**src/rtl/pipe_hazard_ctrl_pkg.sv**
```systemverilog
// Shared encodings for the pipeline stage-control unit.
package pipe_pkg;

    localparam logic [1:0] FWD_RF  = 2'd0;
    localparam logic [1:0] FWD_EXE = 2'd1;
    localparam logic [1:0] FWD_MEM = 2'd2;
    localparam logic [1:0] FWD_WB  = 2'd3;

    localparam logic [4:0] REG_ZERO = 5'd0;

    typedef enum logic {
        ST_RUN  = 1'b0,
        ST_BUSY = 1'b1
    } pipe_st_e;

    // A stage "hits" a register when it writes it; $0 is hard-wired and never hits.
    function automatic logic stage_hit(input logic we, input logic [4:0] waddr,
                                       input logic [4:0] r);
        return we && (waddr == r) && (r != REG_ZERO);
    endfunction

endpackage

```
**src/rtl/pipe_hazard_ctrl_if.sv**
```systemverilog
// Pipeline-register fields in, stage-control signals out.
interface pipe_hazard_ctrl_if;
    logic [4:0] id_rs_addr;
    logic [4:0] id_rt_addr;
    logic       id_uses_rs;
    logic       id_uses_rt;
    logic       id_is_MUL;
    logic       exe_rf_we;
    logic [4:0] exe_rf_waddr;
    logic       exe_is_LW;
    logic       exe_is_MUL;
    logic       mem_rf_we;
    logic [4:0] mem_rf_waddr;
    logic       wb_rf_we;
    logic [4:0] wb_rf_waddr;

    logic       pc_we;
    logic       iireg_we;
    logic       iereg_we;
    logic       id_kill;
    logic       exe_kill;
    logic [1:0] fwd_a_sel;
    logic [1:0] fwd_b_sel;
    logic       mdu_start;
    logic       mdu_busy;

    // Pipeline datapath side
    modport master (
        output id_rs_addr, id_rt_addr, id_uses_rs, id_uses_rt, id_is_MUL,
               exe_rf_we, exe_rf_waddr, exe_is_LW, exe_is_MUL,
               mem_rf_we, mem_rf_waddr, wb_rf_we, wb_rf_waddr,
        input  pc_we, iireg_we, iereg_we, id_kill, exe_kill,
               fwd_a_sel, fwd_b_sel, mdu_start, mdu_busy
    );

    // Hazard controller side
    modport slave (
        input  id_rs_addr, id_rt_addr, id_uses_rs, id_uses_rt, id_is_MUL,
               exe_rf_we, exe_rf_waddr, exe_is_LW, exe_is_MUL,
               mem_rf_we, mem_rf_waddr, wb_rf_we, wb_rf_waddr,
        output pc_we, iireg_we, iereg_we, id_kill, exe_kill,
               fwd_a_sel, fwd_b_sel, mdu_start, mdu_busy
    );
endinterface

```
**src/rtl/pipe_fwd_unit.sv**
```systemverilog
// Per-operand forwarding select: EXE > MEM > WB > regfile.
module pipe_fwd_unit
    import pipe_pkg::*;
(
    input  logic [4:0] addr_i,
    input  logic       uses_i,
    input  logic       exe_we_i,
    input  logic [4:0] exe_waddr_i,
    input  logic       exe_fwd_ok_i,
    input  logic       mem_we_i,
    input  logic [4:0] mem_waddr_i,
    input  logic       wb_we_i,
    input  logic [4:0] wb_waddr_i,
    output logic [1:0] sel_o
);

    // LW/MUL results are not ready in EXE, so those fall through to older stages.
    always_comb begin
        sel_o = FWD_RF;
        if (uses_i) begin
            if (exe_fwd_ok_i && stage_hit(exe_we_i, exe_waddr_i, addr_i)) sel_o = FWD_EXE;
            else if (stage_hit(mem_we_i, mem_waddr_i, addr_i))           sel_o = FWD_MEM;
            else if (stage_hit(wb_we_i, wb_waddr_i, addr_i))             sel_o = FWD_WB;
        end
    end

endmodule

```
**src/rtl/pipe_hazard_ctrl.sv**
```systemverilog
// Stage-control unit: stalls, bubbles, forwarding and the multi-cycle MUL freeze.
//
//   state   | meaning
//   --------+-----------------------------------------------------------
//   ST_RUN  | normal flow; load/MUL-use bubble and MUL issue detected
//   ST_BUSY | MUL occupying EXE; front end frozen, EXE/MEM input killed
module pipe_hazard_ctrl
    import pipe_pkg::*;
#(
    parameter int unsigned MUL_CYCLES = 4
) (
    input  logic                clk,
    input  logic                reset,
    pipe_hazard_ctrl_if.slave   hz_if
);

    pipe_st_e   st_q, st_d;
    logic [3:0] cnt_q, cnt_d;
    logic       start_q, start_d;

    logic       exe_fwd_ok;
    logic       dep_exe;
    logic       load_use;
    logic       issue;
    logic [1:0] fwd_a, fwd_b;

    assign exe_fwd_ok = !hz_if.exe_is_LW && !hz_if.exe_is_MUL;

    pipe_fwd_unit u_fwd_a (
        .addr_i      (hz_if.id_rs_addr),
        .uses_i      (hz_if.id_uses_rs),
        .exe_we_i    (hz_if.exe_rf_we),
        .exe_waddr_i (hz_if.exe_rf_waddr),
        .exe_fwd_ok_i(exe_fwd_ok),
        .mem_we_i    (hz_if.mem_rf_we),
        .mem_waddr_i (hz_if.mem_rf_waddr),
        .wb_we_i     (hz_if.wb_rf_we),
        .wb_waddr_i  (hz_if.wb_rf_waddr),
        .sel_o       (fwd_a)
    );

    pipe_fwd_unit u_fwd_b (
        .addr_i      (hz_if.id_rt_addr),
        .uses_i      (hz_if.id_uses_rt),
        .exe_we_i    (hz_if.exe_rf_we),
        .exe_waddr_i (hz_if.exe_rf_waddr),
        .exe_fwd_ok_i(exe_fwd_ok),
        .mem_we_i    (hz_if.mem_rf_we),
        .mem_waddr_i (hz_if.mem_rf_waddr),
        .wb_we_i     (hz_if.wb_rf_we),
        .wb_waddr_i  (hz_if.wb_rf_waddr),
        .sel_o       (fwd_b)
    );

    // Hazard detection; a MUL is issued only when it actually moves into EXE.
    always_comb begin
        dep_exe  = (hz_if.id_uses_rs && stage_hit(hz_if.exe_rf_we, hz_if.exe_rf_waddr, hz_if.id_rs_addr))
                || (hz_if.id_uses_rt && stage_hit(hz_if.exe_rf_we, hz_if.exe_rf_waddr, hz_if.id_rt_addr));
        load_use = (st_q == ST_RUN) && dep_exe && (hz_if.exe_is_LW || hz_if.exe_is_MUL);
        issue    = (st_q == ST_RUN) && !load_use && hz_if.id_is_MUL;
    end

    // Next-state: BUSY holds for MUL_CYCLES-1 cycles; the MUL's last EXE cycle is in RUN.
    always_comb begin
        st_d    = st_q;
        cnt_d   = cnt_q;
        start_d = issue;
        case (st_q)
            ST_RUN: begin
                if (issue && (MUL_CYCLES > 1)) begin
                    st_d  = ST_BUSY;
                    cnt_d = 4'(MUL_CYCLES - 1);
                end
            end
            ST_BUSY: begin
                if (cnt_q == 4'd1) begin
                    st_d  = ST_RUN;
                    cnt_d = 4'd0;
                end else begin
                    cnt_d = cnt_q - 4'd1;
                end
            end
            default: begin
                st_d  = ST_RUN;
                cnt_d = 4'd0;
            end
        endcase
    end

    // State registers; reset abandons any MUL in flight.
    always_ff @(posedge clk) begin
        if (reset) begin
            st_q    <= ST_RUN;
            cnt_q   <= 4'd0;
            start_q <= 1'b0;
        end else begin
            st_q    <= st_d;
            cnt_q   <= cnt_d;
            start_q <= start_d;
        end
    end

    // Control outputs; BUSY overrides the bubble, reset overrides everything.
    always_comb begin
        hz_if.pc_we     = 1'b1;
        hz_if.iireg_we  = 1'b1;
        hz_if.iereg_we  = 1'b1;
        hz_if.id_kill   = 1'b0;
        hz_if.exe_kill  = 1'b0;
        hz_if.fwd_a_sel = FWD_RF;
        hz_if.fwd_b_sel = FWD_RF;
        hz_if.mdu_start = 1'b0;
        hz_if.mdu_busy  = 1'b0;
        if (!reset) begin
            hz_if.fwd_a_sel = fwd_a;
            hz_if.fwd_b_sel = fwd_b;
            hz_if.mdu_start = start_q;
            if (st_q == ST_BUSY) begin
                hz_if.pc_we    = 1'b0;
                hz_if.iireg_we = 1'b0;
                hz_if.iereg_we = 1'b0;
                hz_if.exe_kill = 1'b1;
                hz_if.mdu_busy = 1'b1;
            end else if (load_use) begin
                hz_if.pc_we    = 1'b0;
                hz_if.iireg_we = 1'b0;
                hz_if.id_kill  = 1'b1;
            end
        end
    end

endmodule

```
**src/flat_wrapper.sv**
```systemverilog
// flat-port wrapper written by rule: the top's interface ports become plain ports
module pipe_hazard_ctrl_flat import pipe_pkg::*;
#(
    parameter int unsigned MUL_CYCLES = 4
)
  (clk, reset, hz_if_id_rs_addr, hz_if_id_rt_addr, hz_if_id_uses_rs, hz_if_id_uses_rt, hz_if_id_is_MUL, hz_if_exe_rf_we, hz_if_exe_rf_waddr, hz_if_exe_is_LW, hz_if_exe_is_MUL, hz_if_mem_rf_we, hz_if_mem_rf_waddr, hz_if_wb_rf_we, hz_if_wb_rf_waddr, hz_if_pc_we, hz_if_iireg_we, hz_if_iereg_we, hz_if_id_kill, hz_if_exe_kill, hz_if_fwd_a_sel, hz_if_fwd_b_sel, hz_if_mdu_start, hz_if_mdu_busy);
  pipe_hazard_ctrl_if hz_if_i ();
  input  logic clk;
  input  logic reset;
  input wire logic [$bits(hz_if_i.id_rs_addr)-1:0] hz_if_id_rs_addr;
  input wire logic [$bits(hz_if_i.id_rt_addr)-1:0] hz_if_id_rt_addr;
  input wire logic [$bits(hz_if_i.id_uses_rs)-1:0] hz_if_id_uses_rs;
  input wire logic [$bits(hz_if_i.id_uses_rt)-1:0] hz_if_id_uses_rt;
  input wire logic [$bits(hz_if_i.id_is_MUL)-1:0] hz_if_id_is_MUL;
  input wire logic [$bits(hz_if_i.exe_rf_we)-1:0] hz_if_exe_rf_we;
  input wire logic [$bits(hz_if_i.exe_rf_waddr)-1:0] hz_if_exe_rf_waddr;
  input wire logic [$bits(hz_if_i.exe_is_LW)-1:0] hz_if_exe_is_LW;
  input wire logic [$bits(hz_if_i.exe_is_MUL)-1:0] hz_if_exe_is_MUL;
  input wire logic [$bits(hz_if_i.mem_rf_we)-1:0] hz_if_mem_rf_we;
  input wire logic [$bits(hz_if_i.mem_rf_waddr)-1:0] hz_if_mem_rf_waddr;
  input wire logic [$bits(hz_if_i.wb_rf_we)-1:0] hz_if_wb_rf_we;
  input wire logic [$bits(hz_if_i.wb_rf_waddr)-1:0] hz_if_wb_rf_waddr;
  output wire logic [$bits(hz_if_i.pc_we)-1:0] hz_if_pc_we;
  output wire logic [$bits(hz_if_i.iireg_we)-1:0] hz_if_iireg_we;
  output wire logic [$bits(hz_if_i.iereg_we)-1:0] hz_if_iereg_we;
  output wire logic [$bits(hz_if_i.id_kill)-1:0] hz_if_id_kill;
  output wire logic [$bits(hz_if_i.exe_kill)-1:0] hz_if_exe_kill;
  output wire logic [$bits(hz_if_i.fwd_a_sel)-1:0] hz_if_fwd_a_sel;
  output wire logic [$bits(hz_if_i.fwd_b_sel)-1:0] hz_if_fwd_b_sel;
  output wire logic [$bits(hz_if_i.mdu_start)-1:0] hz_if_mdu_start;
  output wire logic [$bits(hz_if_i.mdu_busy)-1:0] hz_if_mdu_busy;
  assign hz_if_i.id_rs_addr = hz_if_id_rs_addr;
  assign hz_if_i.id_rt_addr = hz_if_id_rt_addr;
  assign hz_if_i.id_uses_rs = hz_if_id_uses_rs;
  assign hz_if_i.id_uses_rt = hz_if_id_uses_rt;
  assign hz_if_i.id_is_MUL = hz_if_id_is_MUL;
  assign hz_if_i.exe_rf_we = hz_if_exe_rf_we;
  assign hz_if_i.exe_rf_waddr = hz_if_exe_rf_waddr;
  assign hz_if_i.exe_is_LW = hz_if_exe_is_LW;
  assign hz_if_i.exe_is_MUL = hz_if_exe_is_MUL;
  assign hz_if_i.mem_rf_we = hz_if_mem_rf_we;
  assign hz_if_i.mem_rf_waddr = hz_if_mem_rf_waddr;
  assign hz_if_i.wb_rf_we = hz_if_wb_rf_we;
  assign hz_if_i.wb_rf_waddr = hz_if_wb_rf_waddr;
  assign hz_if_pc_we = hz_if_i.pc_we;
  assign hz_if_iireg_we = hz_if_i.iireg_we;
  assign hz_if_iereg_we = hz_if_i.iereg_we;
  assign hz_if_id_kill = hz_if_i.id_kill;
  assign hz_if_exe_kill = hz_if_i.exe_kill;
  assign hz_if_fwd_a_sel = hz_if_i.fwd_a_sel;
  assign hz_if_fwd_b_sel = hz_if_i.fwd_b_sel;
  assign hz_if_mdu_start = hz_if_i.mdu_start;
  assign hz_if_mdu_busy = hz_if_i.mdu_busy;
  pipe_hazard_ctrl #(.MUL_CYCLES(MUL_CYCLES)) u_core (.clk(clk), .reset(reset), .hz_if(hz_if_i));
endmodule
```
**config.mk**
```make
export PLATFORM = sky130hd
export DESIGN_NAME = pipe_hazard_ctrl_flat
export DESIGN_NICKNAME = d
export VERILOG_FILES = /design/src/rtl/pipe_hazard_ctrl_pkg.sv /design/src/rtl/pipe_hazard_ctrl_if.sv /design/src/rtl/pipe_fwd_unit.sv /design/src/rtl/pipe_hazard_ctrl.sv /design/src/flat_wrapper.sv
export SDC_FILE = /design/constraint.sdc
export NUM_CORES = 1
export LEC_CHECK = 0
export BUFFER_PORTS_ARGS = -buffer_cell sky130_fd_sc_hd__buf_2
export CORE_MARGIN = 10
export CORE_UTILIZATION = 30
export CTS_CLUSTER_DIAMETER = 80
export DETAILED_ROUTE_END_ITERATION = 8
export HOLD_SLACK_MARGIN = 0.15
export SYNTH_ARGS = -nofsm -noshare
export SYNTH_HDL_FRONTEND = slang
export SYNTH_SLANG_ARGS = --single-unit
export TNS_END_PERCENT = 5
```
**constraint.sdc**
```tcl
create_clock -name clk -period 1.2 [get_ports clk]
set_input_delay 0.06 -clock clk [delete_from_list [all_inputs] [get_ports clk]]
set_output_delay 0.06 -clock clk [all_outputs]
set_load 0.01 [all_outputs]
```
# Word-level counts from Yosys, hierarchy flattened
# Index checks and enable logic that the tools add are counted.
# W data, S select, Z words.
[totals]
output_inout_bits = 11
word_cells = 68
inputBits = 35
reg_bits = 6
[classes]
n_mux = 27
reduce_logical = 28
bitwise = 1
n_addsub = 1
n_eq_ne = 8
[op_table]
columns = ["operator", "n"]
rows = [
  ["$eq A5 B5 Y1", 6],
  ["$logic_and A1 B1 Y1", 21],
  ["$mux W2", 10],
  ["$mux W1", 13],
  ["$reduce_bool A5 Y1", 2],
  ["$mux W4", 2],
  ["$pmux W4 S2", 1],
  ["$eq A4 B1 Y1 const B", 1],
  ["$sub A4 B1 Y4 const B", 1],
  ["$logic_not A1 Y1", 3],
  ["$logic_or A1 B1 Y1", 2],
  ["$ne A2 B1 Y1 const B", 1],
  ["$pmux W1 S2", 1],
  ["$not A1 Y1", 1],
]

# Depth between registers and ports, before layout
[depth]
word_depth = 12
depth_mapped = 7

# Hierarchy
# Synthesis repeated with hierarchy kept, for this count alone.
[unflattened]
hier_cells = 135
area_unflattened_um2 = 1041.0
[modules_own_cells]
columns = ["mod", "seq_area_each_um2", "cells_each", "area_each_um2", "instances"]
rows = [
  ["pipe_hazard_ctrl", 120.1, 67, 525.5, 1],
  ["pipe_fwd_unit", 0.0, 34, 257.7, 2],
]

# Least setup slack after synthesis
# Ideal clock, no wire load.
[synth_path]
path_kind = "input to output"
from = "input port hz_if_id_rs_addr[1]"
to = "output port hz_if_pc_we"
cell_stages = 6
slack_ns = -0.320
arrival_time_ns = 1.460
required_ns = 1.140
cell_sequence = "or4_4 -> nor2_4 -> nor4_2 -> or2_4 -> o21bai_1 -> buf_4"
[synth_between]
elab_chain_cells = 10
word_cells_on_any_way = 11
[synth_lines]
columns = ["item", "line_no", "source"]
rows = [
  ["start, declared", "flat_wrapper.sv:10", "input wire logic [$bits(hz_if_i.id_rs_addr)-1:0] hz_if_id_rs_addr;"],
  ["$eq A5 B5 Y1", "pipe_hazard_ctrl_pkg.sv:19", "return we && (waddr == r) && (r != REG_ZERO);"],
  ["$logic_and A1 B1 Y1", "pipe_hazard_ctrl_pkg.sv:19", ""],
  ["$logic_and A1 B1 Y1 (*)", "pipe_hazard_ctrl_pkg.sv:19", ""],
  ["$logic_and A1 B1 Y1 (*)", "pipe_hazard_ctrl.sv:57", "dep_exe = (hz_if.id_uses_rs && stage_hit(hz_if.exe_rf_we, hz_if.exe_rf_waddr, hz_if.id_rs_addr))"],
  ["$logic_or A1 B1 Y1 (*)", "pipe_hazard_ctrl.sv:58", "|| (hz_if.id_uses_rt && stage_hit(hz_if.exe_rf_we, hz_if.exe_rf_waddr, hz_if.id_rt_addr));"],
  ["$logic_and A1 B1 Y1 (*) (2 in series)", "pipe_hazard_ctrl.sv:59", "load_use = (st_q == ST_RUN) && dep_exe && (hz_if.exe_is_LW || hz_if.exe_is_MUL);"],
  ["$mux W1 (*) (3 in series)", "--", ""],
  ["end, declared", "flat_wrapper.sv:23", "output wire logic [$bits(hz_if_i.pc_we)-1:0] hz_if_pc_we;"],
]
# Every way passes the cells marked *; elsewhere a longest branch is shown, timed or not.

# Worst setup path after layout
[layout_path]
from = "input port hz_if_id_rt_addr[1]"
to = "output port hz_if_iireg_we"
[layout_between]
elab_chain_cells = 10
word_cells_on_any_way = 11
[layout_lines]
columns = ["item", "line_no", "source"]
rows = [
  ["start, declared", "flat_wrapper.sv:11", "input wire logic [$bits(hz_if_i.id_rt_addr)-1:0] hz_if_id_rt_addr;"],
  ["$eq A5 B5 Y1", "pipe_hazard_ctrl_pkg.sv:19", ""],
  ["$logic_and A1 B1 Y1", "pipe_hazard_ctrl_pkg.sv:19", ""],
  ["$logic_and A1 B1 Y1 (*)", "pipe_hazard_ctrl_pkg.sv:19", ""],
  ["$logic_and A1 B1 Y1 (*)", "pipe_hazard_ctrl.sv:58", ""],
  ["$logic_or A1 B1 Y1 (*)", "pipe_hazard_ctrl.sv:58", ""],
  ["$logic_and A1 B1 Y1 (*) (2 in series)", "pipe_hazard_ctrl.sv:59", ""],
  ["$mux W1 (*)", "pipe_hazard_ctrl.sv:124", "end else if (load_use) begin"],
  ["$mux W1 (*)", "pipe_hazard_ctrl.sv:118", "if (st_q == ST_BUSY) begin"],
  ["$mux W1 (*)", "pipe_hazard_ctrl.sv:114", "if (!reset) begin"],
  ["end, declared", "flat_wrapper.sv:24", "output wire logic [$bits(hz_if_i.iireg_we)-1:0] hz_if_iireg_we;"],
]
# Marked as above.

==> qor.csv <==
stage,metric,value,unit
timing,relative slew slack,0.770,
synth,Synth cell types,33,
grt,largest net degree at the start of global routing,14,
outcome,status,"finished, violations left",
critical_path,nature of the critical path startpoint,primary input,
placed_design,DP HPWL,2.43,mm
die,Top Ports,46,
synth,Area contributors post-synth,"xnor2_1 22%, dfxtp_1 14%, xor2_1 8.2%",
power,leakage dissipation,0.000596,uW
cells_and_area,fill count,271,
clock_network,root buf cell,clkbuf_4,
placed_design,placed cell count,201,
grt,first-pass GRT wire length,4.65,mm
synth,area share of the largest cell type after synthesis,0.224,
synth,"Seq/Total Area, Yosys",0.140,
detailed_routing,DR top layer,met4,
cells_and_area,# nets final,214,
timing,Slew @ Worst Pin,0.341,ns
cells_and_area,Reg area,121,um^2
cells_and_area,"Cell Count, Final, Fillers Out",206,
power,Clk network pwr share,0.217,
power,Int Pwr,571,uW
clock_network,clk sinks,6,
critical_path,critical path capture point type,output pin,
die,Die ar.,5410,um^2
power,Sw Share,0.345,
power,Comb power frac,0.519,
grt,GRT Total Usage,0.107,
synth,Synth Instances,108,
detailed_routing,total wire length,2.82,mm
critical_path,Reg2Reg Setup Slack,-0.10,ns
power,Reg power frac,0.264,
timing,min Tclk post-route,1.56,ns
synth,top_reg_cell synth,dfxtp_1,
timing,Final Hold Viols,0,
synth,"EDFF count, synth",0,
detailed_routing,Vias per Instance,4.89,
timing,"Slew Viols, Final",0,
power,P_sw,301,uW
die,site row count,19,
cells_and_area,Synth-to-Final Area Change,61.0,%
timing,RSZ-0062 raised after global routing,true,
critical_path,Crit path required time,1.14,ns
clock_network,CTS Buffer Depth,2,
detailed_routing,Metal-1 WL,1.12,mm
detailed_routing,vias,1008,
detailed_routing,DR WL/cell,13.7,um
detailed_routing,Starting DRT DRC Count,40,
critical_path,classification of the worst setup path,in2out,
detailed_routing,Pre-antenna DRT Iters,4,
grt,global route total overflow,0,
timing,fmax,640,MHz
placed_design,IO buf count,45,
power,worst vdd ir,0.452,mV
worst_hold_path,worst hold path type,in2reg,
die,Core Area,2760,um^2
cells_and_area,multi-input logic area,766,um^2
cells_and_area,Finished Cell Area,1380,um^2
clock_network,CTS Buf Count,3,
grt,initial antenna violation count,0,
synth,Post-Syn Area per Cell,7.96,um^2
placed_design,post-place instance area,1270,um^2
die,Initial Utilization,0.312,
timing,Final Cycle Share,1.30,
power,pwr/cell area,630,nW/um^2
synth,post-synthesis async set-or-reset flop share,0,
clock_network,CTS tree,built,
cells_and_area,layout cells sized above 1,0.497,
timing,final worst setup slack,-0.364,ns
flow_run,Max Cap Violations,0,
detailed_routing,metal3 WL,271,um
synth,synthesized flop and latch total,6,
detailed_routing,DRC errors left,0,
placed_design,GP Congestion,0.865,
synth,Synth warnings,0,
timing,final setup vio count,13,
critical_path,CP max FO,4,
clock_network,Skew-Pair Late Insertion Delay,0.25,ns
cells_and_area,# diodes,0,
die,height of the die,73.5,um
critical_path,Crit path arrival time,1.50,ns
detailed_routing,routed wl met2,1.41,mm
synth,mapped cell area,860,um^2
detailed_routing,ANT nets after route,0,
timing,setup TNS,-2.59,ns
grt,vias in the first global route,1069,
synth,Synth area leader,xnor2_1,
synth,syn nets,145,
clock_network,clock slew at reported path FFs,0.05,ns
outcome,failing checks,setup timing,
timing,Layout Skew,0.00539,ns
die,Die Wd,73.5,um
clock_network,H-tree depth,1,
-- cells in the mapped netlist (all sizes together) (2+ instances only) --
| cell type | instances |
|---|---|
| nor3 | 5 |
| buf | 2 |
| nand2b | 7 |
| nand4 | 7 |
| xnor2 | 22 |
| clkbuf | 2 |
| o21ai | 3 |
| nor4 | 5 |
| nor2 | 6 |
| ha | 2 |
| nand2 | 5 |
| dfxtp | 6 |
| xor2 | 8 |
| nor2b | 4 |
| inv | 4 |
| a21oi | 3 |
| nor3b | 2 |
| or4 | 3 |
-- worst paths after layout --
kind	end	from	cells past startpoint
setup reg to reg	u_core.cnt_q[0]	u_core.st_q	6
hold / removal	u_core.start_q	reset	2
setup / recovery	hz_if_iireg_we	hz_if_id_rt_addr[1]	7
hold reg to reg	u_core.cnt_q[1]	u_core.cnt_q[1]	1
-- layer usage --
| layer | global-route usage | vias up |
|---|---|---|
| met4 | 0.0476 | 0 |
| met2 | 0.181 | 39 |
| met5 | 0 | - |
| li1 | - | 514 |
| met1 | 0.113 | 451 |
| met3 | 0.0444 | 4 |
-- repair_timing --
| item | CTS | global route |
|---|---|---|
| hold buffers | 1 | 0 |
| hold endpoints to repair | 1 | 0 |
| setup buffers | 1 | 0 |
| pin swaps | 5 | 1 |
| endpoints found under the setup margin | 13 | 13 |
| cloned | 0 | 0 |
| gates resized for setup | 8 | 8 |
-- registers in the layout (all words and copies together), names as in the netlist --
register	flops
u_core.st_q	1
u_core.cnt_q	4
u_core.start_q	1
-- cell usage in the layout, fill, tap and decap left out, types with 4 or more instances in the layout --
cell	instances
buf_2	40
buf_4	25
dfxtp_1	5
inv_1	4
nand2_1	4
nand2b_1	7
nand4_1	7
nor2_1	4
nor2b_1	4
nor3_1	4
xnor2_1	22
xor2_1	8
-- layout make-up --
class / instances / share of cell area
Clock buffer: 3 / 0.0163
Multi-Input combinational cell: 94 / 0.553
Inverter: 4 / 0.0108
Tap cell: 31 / 0.0280
Timing Repair Buffer: 68 / 0.304
Sequential cell: 6 / 0.0877
-- worst max-delay path: stages --
cell and delay, ns:
buf_2 0.11, or4_4 0.54, nor2_4 0.17, nor4_4 0.08
or2_4 0.27, o21bai_4 0.15, buf_6 0.12
-- per-stage QoR --
step	utilization	setup slack (ns)	hold slack, ns	total power [uW]
floorplan	-	-0.188	0.250	458
global route	0.502	-0.490	0.184	943
CTS	0.489	-0.379	0.156	865
finish	0.502	-0.364	0.154	872
detailed placement	0.461	-0.386	0.404	653
global placement	0.461	-0.331	0.395	642
-- power by group through the flow --
stage                     registers (uW)  logic [uW]  clock network (uW)
after floorplan                      231         227                   0
after detailed placement             233         420                   0
after global placement               233         408                   0
after CTS                            230         441                 194
after global routing                 232         503                 207
final                                231         453                 189
-- cells by family (layout without fill, tap and decap cells) --
group	count (synthesis)	count (layout)	share of synthesized area
buffers and inverters	8	75	0.0437
adder cells (fa/ha/maj)	2	2	0.0291
AND/OR/NAND/NOR	46	46	0.346
XOR/XNOR	30	30	0.306
multiplexers	1	1	0.0116
flip-flops	6	6	0.140
AO/OA/AOI/OAI	15	15	0.124
Note: power is estimated with default switching activity, not from simulation.
